--- config.mk ---
export PLATFORM = sky130hd
export DESIGN_NAME = jk_pulse_monitor
export DESIGN_NICKNAME = d
export VERILOG_FILES = /design/src/rtl/jk_pulse_monitor.sv
export SDC_FILE = /design/constraint.sdc
export NUM_CORES = 1
export LEC_CHECK = 0
export ABC_AREA = 1
export BUFFER_PORTS_ARGS = -buffer_cell sky130_fd_sc_hd__buf_2
export CAP_MARGIN = 25
export CELL_PAD_IN_SITES_DETAIL_PLACEMENT = 1
export CELL_PAD_IN_SITES_GLOBAL_PLACEMENT = 2
export CORE_ASPECT_RATIO = 0.6
export CORE_MARGIN = 3
export CORE_UTILIZATION = 30
export CTS_CLUSTER_DIAMETER = 100
export DETAILED_ROUTE_END_ITERATION = 8
export GPL_TIMING_DRIVEN = 0
export PLACE_DENSITY = 0.74
export SYNTH_ARGS = -nofsm -noshare
export SYNTH_HDL_FRONTEND = slang
export SYNTH_SLANG_ARGS = --single-unit
--- constraint.sdc ---
create_clock -name clk -period 1.75 [get_ports clk]
set_input_delay 0.2625 -clock clk [delete_from_list [all_inputs] [get_ports clk]]
set_output_delay 0.2625 -clock clk [all_outputs]
set_load 0.05 [all_outputs]
--- src/rtl/jk_pulse_monitor.sv ---
// jk_pulse_monitor
//   Watches the Q output of a JK flip-flop in the same clock domain.
//   It counts rising and falling edges (saturating) and measures the width of
//   each complete high pulse. It flags Q as stuck after TIMEOUT cycles with no
//   edge. Every output is driven straight from a register.
module jk_pulse_monitor #(
  parameter int CNT_W   = 8,
  parameter int WIDTH_W = 16,
  parameter int TIMEOUT = 1000
) (
  input  logic               clk,
  input  logic               rst,        // asynchronous, active-low
  input  logic               q,
  input  logic               clr,
  output logic [CNT_W-1:0]   rise_cnt,
  output logic [CNT_W-1:0]   fall_cnt,
  output logic [WIDTH_W-1:0] last_high,
  output logic               width_vld,
  output logic               stuck,
  output logic [1:0]         state
);

  typedef enum logic [1:0] {
    ST_LOW      = 2'd0,
    ST_HIGH     = 2'd1,
    ST_STUCK_LO = 2'd2,
    ST_STUCK_HI = 2'd3
  } state_e;

  localparam int                 IDLE_W    = $clog2(TIMEOUT + 1);
  localparam logic [CNT_W-1:0]   CNT_MAX   = '1;
  localparam logic [CNT_W-1:0]   CNT_ONE   = CNT_W'(1);
  localparam logic [WIDTH_W-1:0] WIDTH_MAX = '1;
  localparam logic [WIDTH_W-1:0] WIDTH_ONE = WIDTH_W'(1);
  localparam logic [IDLE_W-1:0]  IDLE_MAX  = IDLE_W'(TIMEOUT);
  localparam logic [IDLE_W-1:0]  IDLE_ONE  = IDLE_W'(1);

  state_e             state_q,     state_d;
  logic               q_prev_q,    q_prev_d;
  logic [CNT_W-1:0]   rise_cnt_q,  rise_cnt_d;
  logic [CNT_W-1:0]   fall_cnt_q,  fall_cnt_d;
  logic [WIDTH_W-1:0] last_high_q, last_high_d;
  logic [WIDTH_W-1:0] run_cnt_q,   run_cnt_d;
  logic [IDLE_W-1:0]  idle_cnt_q,  idle_cnt_d;
  logic               width_vld_q, width_vld_d;
  logic               stuck_q,     stuck_d;
  logic               partial_q,   partial_d;

  logic rise, fall;

  // Edge detection against the previous sample of q.
  assign rise = q & ~q_prev_q;
  assign fall = ~q & q_prev_q;

  // State register and all statistics registers.
  // NOTE: sequential state uses non-blocking assignments so every register
  // samples the pre-edge value of every other register.
  always_ff @(posedge clk or negedge rst) begin
    if (!rst) begin
      state_q     <= ST_LOW;
      q_prev_q    <= 1'b0;
      rise_cnt_q  <= '0;
      fall_cnt_q  <= '0;
      last_high_q <= '0;
      run_cnt_q   <= '0;
      idle_cnt_q  <= '0;
      width_vld_q <= 1'b0;
      stuck_q     <= 1'b0;
      partial_q   <= 1'b0;
    end else begin
      state_q     <= state_d;
      q_prev_q    <= q_prev_d;
      rise_cnt_q  <= rise_cnt_d;
      fall_cnt_q  <= fall_cnt_d;
      last_high_q <= last_high_d;
      run_cnt_q   <= run_cnt_d;
      idle_cnt_q  <= idle_cnt_d;
      width_vld_q <= width_vld_d;
      stuck_q     <= stuck_d;
      partial_q   <= partial_d;
    end
  end

  // Next-state logic: clr first, then edge handling, then edgeless timeout.
  // NOTE: every signal gets a default first, so no path can infer a latch.
  always_comb begin
    state_d     = state_q;
    q_prev_d    = q;
    rise_cnt_d  = rise_cnt_q;
    fall_cnt_d  = fall_cnt_q;
    last_high_d = last_high_q;
    run_cnt_d   = run_cnt_q;
    idle_cnt_d  = idle_cnt_q;
    width_vld_d = 1'b0;
    stuck_d     = stuck_q;
    partial_d   = partial_q;

    if (clr) begin
      // Restart the statistics from the current level of q. A pulse that is
      // already high is marked partial so that its width is never reported.
      rise_cnt_d  = '0;
      fall_cnt_d  = '0;
      last_high_d = '0;
      run_cnt_d   = '0;
      idle_cnt_d  = '0;
      stuck_d     = 1'b0;
      partial_d   = q;
      state_d     = q ? ST_HIGH : ST_LOW;
    end else if (rise) begin
      rise_cnt_d = (rise_cnt_q == CNT_MAX) ? rise_cnt_q : rise_cnt_q + CNT_ONE;
      run_cnt_d  = WIDTH_ONE;
      idle_cnt_d = '0;
      stuck_d    = 1'b0;
      state_d    = ST_HIGH;
    end else if (fall) begin
      fall_cnt_d = (fall_cnt_q == CNT_MAX) ? fall_cnt_q : fall_cnt_q + CNT_ONE;
      idle_cnt_d = '0;
      stuck_d    = 1'b0;
      state_d    = ST_LOW;
      run_cnt_d  = '0;
      if (partial_q) begin
        partial_d = 1'b0;
      end else begin
        last_high_d = run_cnt_q;
        width_vld_d = 1'b1;
      end
    end else begin
      idle_cnt_d = (idle_cnt_q == IDLE_MAX) ? idle_cnt_q : idle_cnt_q + IDLE_ONE;
      if (q) begin
        run_cnt_d = (run_cnt_q == WIDTH_MAX) ? run_cnt_q : run_cnt_q + WIDTH_ONE;
      end
      // The TIMEOUT-th edgeless cycle moves the FSM to the matching stuck state.
      if (idle_cnt_d == IDLE_MAX) begin
        stuck_d = 1'b1;
        case (state_q)
          ST_LOW:  state_d = ST_STUCK_LO;
          ST_HIGH: state_d = ST_STUCK_HI;
          default: state_d = state_q;
        endcase
      end
    end
  end

  assign rise_cnt  = rise_cnt_q;
  assign fall_cnt  = fall_cnt_q;
  assign last_high = last_high_q;
  assign width_vld = width_vld_q;
  assign stuck     = stuck_q;
  assign state     = state_q;

endmodule

==> results of run 1 <==
## area by class of cell
| type | count | area [um2] |
|---|---|---|
| timing repair buffer | 66 | 414.1 |
| tap | 139 | 173.9 |
| fill | 1282 | 6162 |
| clock buffer | 9 | 225.2 |
| clock inverter | 7 | 110.1 |
| buffer | 10 | 71.32 |
| inverter | 57 | 221.5 |
| sequential | 64 | 1604 |
| multi-input combinational | 290 | 1794 |
## what timing repair did
item / 4_1_cts / 5_1_grt
pin swaps: 11 / 19
setup endpoints to repair: 36 / 43
gates cloned: 1 / 2
buffers inserted: 8 / 17
gates resized for setup: 42 / 53
## worst paths after layout
| kind | endpoint | slack, ns | cells after the start |
|---|---|---|---|
| worst max-delay path | run_cnt_q[10]$_DFFE_PN0P_ | -0.05 | 8 |
| worst min-delay path | rise_cnt[7]$_DFFE_PN0P_ | 0.03 | 1 |
| worst max register to register | run_cnt_q[10]$_DFFE_PN0P_ | -0.05 | 8 |
| worst min register to register | state[0]$_DFFE_PN0P_ | 0.51 | 2 |
| max in group asynchronous | rise_cnt[0]$_DFFE_PN0P_ | 1.11 | 1 |
| min in group clk | q_prev_q$_DFF_PN0_ | 0.12 | 1 |
## worst max-delay path, stage by stage (launching register included)
cell      delay (ns)
dfrtp_1         0.43
ha_4            0.20
nand3_4         0.09
nor2_4          0.05
and3b_2         0.25
a21boi_4        0.27
buf_6           0.18
nand4_1         0.13
o21ai_1         0.12
## flip-flops by register name (all words and copies together), names as in the netlist
signal,cells
last_high,16
fall_cnt,8
partial_q,1
run_cnt_q,16
idle_cnt_q,10
q_prev_q,1
width_vld,1
state,2
stuck,1
rise_cnt,8
## per-layer routing
metal / track usage, % / wire length [um] / up-vias
li1: - / - / 1544
met5: 0 / 0 / -
met4: 2.588 / 27 / 0
met3: 5.076 / 507 / 3
met1: 27.57 / 6148 / 1610
met2: 25.94 / 4853 / 64
## report_power, final
group	switching [W]	leakage, nW	internal, W	total (W)
Combinational	0.000393	1.09	0.000175	0.000568
Clock	0.000699	0.169	0.00138	0.00208
Sequential	0.0000498	0.877	0.00153	0.00158
## cells in the final DEF (no fill, tap or decap), types with 5 or more instances in the layout
master     synthesis  final
o21ai_1            2     13
nand3_2            2     14
nand2_2            3     11
o21ai_0           34     21
nor2_1            38     30
inv_2              4      9
inv_1             52     47
nand4_1           11     11
buf_2              3     41
xor2_1            11     11
dfrtp_1           64     62
nor2_4             0      7
a21oi_1           13     11
buf_4              2     26
nor2_2             4      5
nor3_1            15     15
clkbuf_16          0      9
nand2_1           79     69
nand3_1           47     34
## through the flow
step / area [um2] / std cells / hold WS (ns) / setup TNS (ns) / setup slack, ns
after floorplan: 3397 / 421 / -0.03309 / 0 / 0.006515
after global placement: 3766 / 599 / 0.4238 / -6.764 / -0.3016
after detailed placement: 3769 / 599 / 0.4285 / -7.955 / -0.3214
after CTS: 4277 / 624 / 0.07864 / -0.2141 / -0.03596
after global routing: 4614 / 642 / 0.1003 / -2.127 / -0.1693
final: 4614 / 642 / 0.02913 / -0.1082 / -0.04710
## cell families (layout without fill, tap and decap cells)
kind of cell | count (synthesis) | count (layout) | share of synthesized area [%]
and+or+nand+nor | 205 | 206 | 27.67
AOI/OAI and AO/OA | 64 | 64 | 10.91
adders and majority gates | 7 | 7 | 2.590
xor gates and xnor gates | 13 | 13 | 3.367
buffers and inverters | 68 | 149 | 8.101
DFF | 64 | 64 | 47.35
==> metrics.txt, run 1 <==
status=finished with violations; failing checks=negative setup slack; die width=143.1 um; Post-synth ARST share=100.0%; hold crit path type=in2async; # DRC=0; crit path time final=1.797 ns; maximum clock frequency=556.5 MHz; Seq cells post-synth=64; Netlist cell types=39; Worst EP arrival=2.05 ns; crit path launch type=flop; Leak Pwr=2.136 nW; Relative slew margins=42.00%; CP required=2.01 ns; CTS tree=yes; wire per inst=17.97 um; first-pass GRT wire length=17.60 mm; Max Root-Sink Buffers=2; pwr dens=915.9 nW/um2; Worst Max-Slew Pin Slew=0.8700 ns; hold_buf cts=0; Site Rows=29; final slew viol count=0; final-stage net count=509; most frequent cells after synthesis=nand2_1 (79), dfrtp_1 (64), inv_1 (52), nand3_1 (47), nor2_1 (38); sinks on the clock net=64; antenna-violating nets left=0; H-tree depth=3; pin count of the biggest net entering global routing=65; Seq/Total Area, Yosys=47.35%; routability cong.=0.8016; diode count=0; cells after synthesis=421; Yosys warnings=0; syn nets=432; final WL=11.54 mm; Tcrit/Tclk final=102.7%; crit end category=flop; clk_lat worst skew=0.34 ns; chip height=88.25 um; critical path class=reg2reg; Synth area leader=dfrtp_1; synthesized area=3382 um2; Setup WS post-layout=-0.04710 ns; grt total ovfl=0; CP max FO=5; DRT iter0 DRCs=141; syn_area_per_cell=8.033 um2; vias in the first global route=3,191; via-per-instance ratio=5.017; Layout Utilization=42.82%; total CTS buffers=9; Ports=40; Initial Utilization=31.38%; most frequent cell after synthesis=nand2_1; top cells by area, synth=dfrtp_1 (47%), nand2_1 (8.8%), nand3_1 (7.0%), inv_1 (5.8%), o21ai_0 (5.0%); Core ar.=10,780 um2; gr usage total=18.07%; clk_skew=0.007072 ns; worst r2r src=run_cnt_q[1]$_DFFE_PN0P_; 1st-pass router iterations=4; DIE AREA=12,630 um2; clk slew on worst S/H paths=0.06 ns; port bufs=39; share of cells above drive strength 1=32.21%; worst setup path startpoint=run_cnt_q[1]$_DFFE_PN0P_; Post-synth EDFFs=0; count of final hold-check violations=0; via count=3,221; Synth top area share=47.35%; CTS Root Cell=clkbuf_16; endpoints failing setup=4; Area Overhead vs Synth=36.44%; ys flop type=dfrtp_1; VDD IR max=0.4379 mV; RSZ-0062 raised after global routing=yes; initial antenna violation count=0; Max-Cap Viols=0; Power, Total=0.004226 W; dpl hpwl=7.697 mm
Note: power is estimated with default switching activity, not from simulation.
==> run 2, diff against run 1 <==
==> constraint.sdc (replaced) <==
create_clock -name clk -period 1.83 [get_ports clk]
set_input_delay 0.2745 -clock clk [delete_from_list [all_inputs] [get_ports clk]]
set_output_delay 0.2745 -clock clk [all_outputs]
set_load 0.05 [all_outputs]
==> run 2 against run 1 <==
Against the previous run:
- the run still ends with negative setup slack left
- final cell count is 2.0% lower
- sequential power is 4% lower
- core utilization is 1.8 points lower
- global-route usage is 0.55 points lower
- first-iteration DRC count is 18% lower
- combinational power is 9.3% lower
- register-to-register slack better by 0.04 ns
- critical endpoint is now run_cnt_q[15]$_DFFE_PN0P_
- clock skew is 0.0023 ns lower
- critical path type unchanged
- fmax is 2.3% lower
- worst hold slack better by 0.018 ns
- routed wire length is 6.1% lower
- cell area is 4.1% lower
==> metrics.txt, run 2 (synthesis results as in run 1) <==
share of cells above drive strength 1=28.57% (was 32.21%); reg2reg setup slack=-0.01 ns (was -0.05 ns); FF-to-FF End=run_cnt_q[15]$_DFFE_PN0P_ (was run_cnt_q[10]$_DFFE_PN0P_); Setup WS post-layout=-0.009575 ns (was -0.04710 ns); grt total ovfl=0 (unchanged); # DRC=0 (unchanged); Worst EP arrival=2.10 ns (was 2.05 ns); Site Rows=29 (unchanged); count of final hold-check violations=0 (unchanged); dpl hpwl=7.631 mm (was 7.697 mm); failing checks=negative setup slack (unchanged); 1st-pass router iterations=4 (unchanged); Area Overhead vs Synth=30.78% (was 36.44%); H-tree depth=3 (unchanged); first-pass GRT wire length=17.13 mm (was 17.60 mm); Multi-input gate area=1723 um2 (was 1794 um2); worst r2r src=q_prev_q$_DFF_PN0_ (was run_cnt_q[1]$_DFFE_PN0P_); Layout Utilization=41.04% (was 42.82%); Core ar.=10,780 um2 (unchanged); diode count=0 (unchanged); RSZ-0062 raised after global routing=yes (unchanged); via-per-instance ratio=4.984 (was 5.017); critical path class=reg2reg (unchanged); Relative slew margins=42.40% (was 42.00%); final-stage net count=496 (was 509); reg2reg path depth=12 (was 8); Worst path max stage delay=0.36 ns (was 0.43 ns); maximum clock frequency=543.6 MHz (was 556.5 MHz); final-layout fill cell count=1,286 (was 1,282); DRT iter0 DRCs=116 (was 141); Initial Utilization=31.38% (unchanged); CTS Root Cell=clkbuf_16 (unchanged); status=finished with violations (unchanged); Leak Pwr=2.035 nW (was 2.136 nW); endpoints failing setup=1 (was 4); Max-Cap Viols=0 (unchanged); hold crit path type=in2async (unchanged); sinks on the clock net=64 (unchanged); initial antenna violation count=0 (unchanged); final slew viol count=0 (unchanged); Max Root-Sink Buffers=2 (unchanged); most common cell after layout, fill and taps aside=nand2_1 (unchanged); critical-path cell list=inv_1, ha_2, buf_6, nor2_4, nand2_4, nor4_4, nand2_2, nand2_4, nor2_2, nand2_1, nand2_1, nor2_1 (was ha_4, nand3_4, nor2_4, and3b_2, a21boi_4, buf_6, nand4_1, o21ai_1); wire per inst=17.23 um (was 17.97 um); clk slew on worst S/H paths=0.06 ns (about the same); Ports=40 (unchanged); antenna-violating nets left=0 (unchanged); chip height=88.25 um (unchanged); clk_lat worst skew=0.33 ns (was 0.34 ns); CP required=2.09 ns (was 2.01 ns); gr usage total=17.52% (was 18.07%); final WL=10.84 mm (was 11.54 mm); register area=1607 um2 (was 1604 um2); VDD IR max=0.4773 mV (was 0.4379 mV); Worst Max-Slew Pin Slew=0.8640 ns (was 0.8700 ns); clk_skew=0.004744 ns (was 0.007072 ns); hold_buf cts=0 (unchanged); Tcrit/Tclk final=100.5% (was 102.7%); crit path time final=1.840 ns (was 1.797 ns); crit path launch type=flop (unchanged); Post-Place Worst Slack=-0.3021 ns (was -0.3214 ns); DIE AREA=12,630 um2 (unchanged); port bufs=39 (unchanged); pwr dens=874.0 nW/um2 (was 915.9 nW/um2); total CTS buffers=9 (unchanged); pin count of the biggest net entering global routing=65 (unchanged); Slowest-stage cell, CP=dfrtp_1 (unchanged); via count=3,135 (was 3,221); crit end category=flop (unchanged); die width=143.1 um (unchanged); most frequent cells in the layout=nand2_1 (69), dfrtp_1 (60), inv_1 (49), buf_2 (40), nand3_1 (36) (was nand2_1 (69), dfrtp_1 (62), inv_1 (47), buf_2 (41), nand3_1 (34)); CTS tree=yes (unchanged); routability cong.=0.8030 (was 0.8016); CP max FO=5 (unchanged); vias in the first global route=3,166 (was 3,191)
-- run 2: repair_timing --
item	CTS	global route
setup endpoints to repair	29	37
pin swaps	0	16
gates resized for setup	9	76
buffers inserted	0	12
gates cloned	0	2
-- run 2: per-layer routing --
metal  up-vias  track usage [%]  wire length [um]  part of all wire [%]
li1       1516                -                 -                     -
met5         -                0                 0                     0
met3        11            4.374               360                   3.3
met4         0            3.883                97                  0.90
met1      1550            27.30              6163                    57
met2        58            24.19              4214                    39
-- run 2: worst max path at each step --
| stage | from | endpoint | slack (ns) | depth (start not counted) |
|---|---|---|---|---|
| after floorplan | rise_cnt[0]$_DFFE_PN0P_ | rise_cnt[3]$_DFFE_PN0P_ | 0.06 | 9 |
| after CTS | idle_cnt_q[0]$_DFF_PN0_ | state[0]$_DFFE_PN0P_ | 0.006 | 12 |
| after detailed placement | q | last_high[1]$_DFFE_PN0P_ | -0.30 | 11 |
| after global placement | q | last_high[15]$_DFFE_PN0P_ | -0.24 | 11 |
| final | q_prev_q$_DFF_PN0_ | run_cnt_q[15]$_DFFE_PN0P_ | -0.01 | 12 |
| after global routing | q_prev_q$_DFF_PN0_ | run_cnt_q[15]$_DFFE_PN0P_ | -0.14 | 12 |
-- run 2: critical path: cells and delay by family, from the launching register on --
family | cells | cell delay, ns
simple gates | 9 | 1.04
flops | 1 | 0.36
buf+inv | 2 | 0.18
fa+ha+maj | 1 | 0.17
-- run 2: metrics by stage --
stage	cells	cell area (um2)	hold slack (ns)	TNS [ns]	power, W
floorplan	421	3385	-0.02109	0	0.001795
global placement	599	3754	0.4364	-4.395	0.001938
detailed placement	599	3756	0.4393	-5.494	0.001945
CTS	615	4095	0.09175	0	0.003810
global route	629	4423	0.1068	-1.685	0.004029
finish	629	4423	0.04676	-0.009575	0.003866
-- run 2: cell type report --
class	instances	share of cell area, %
Buffer	11	1.782
Clock buffer	10	5.177
Clock inverter	6	1.895
Inverter	57	4.894
Multi-Input combinational cell	290	38.95
Sequential cell	64	36.32
Tap cell	139	3.932
Timing Repair Buffer	52	7.044
-- run 2: power breakdown --
| part | switching (W) | internal [W] |
|---|---|---|
| clock network | 0.000652 | 0.00119 |
| logic | 0.000358 | 0.000157 |
| registers | 0.0000481 | 0.00146 |
| total | 0.00106 | 0.00281 |
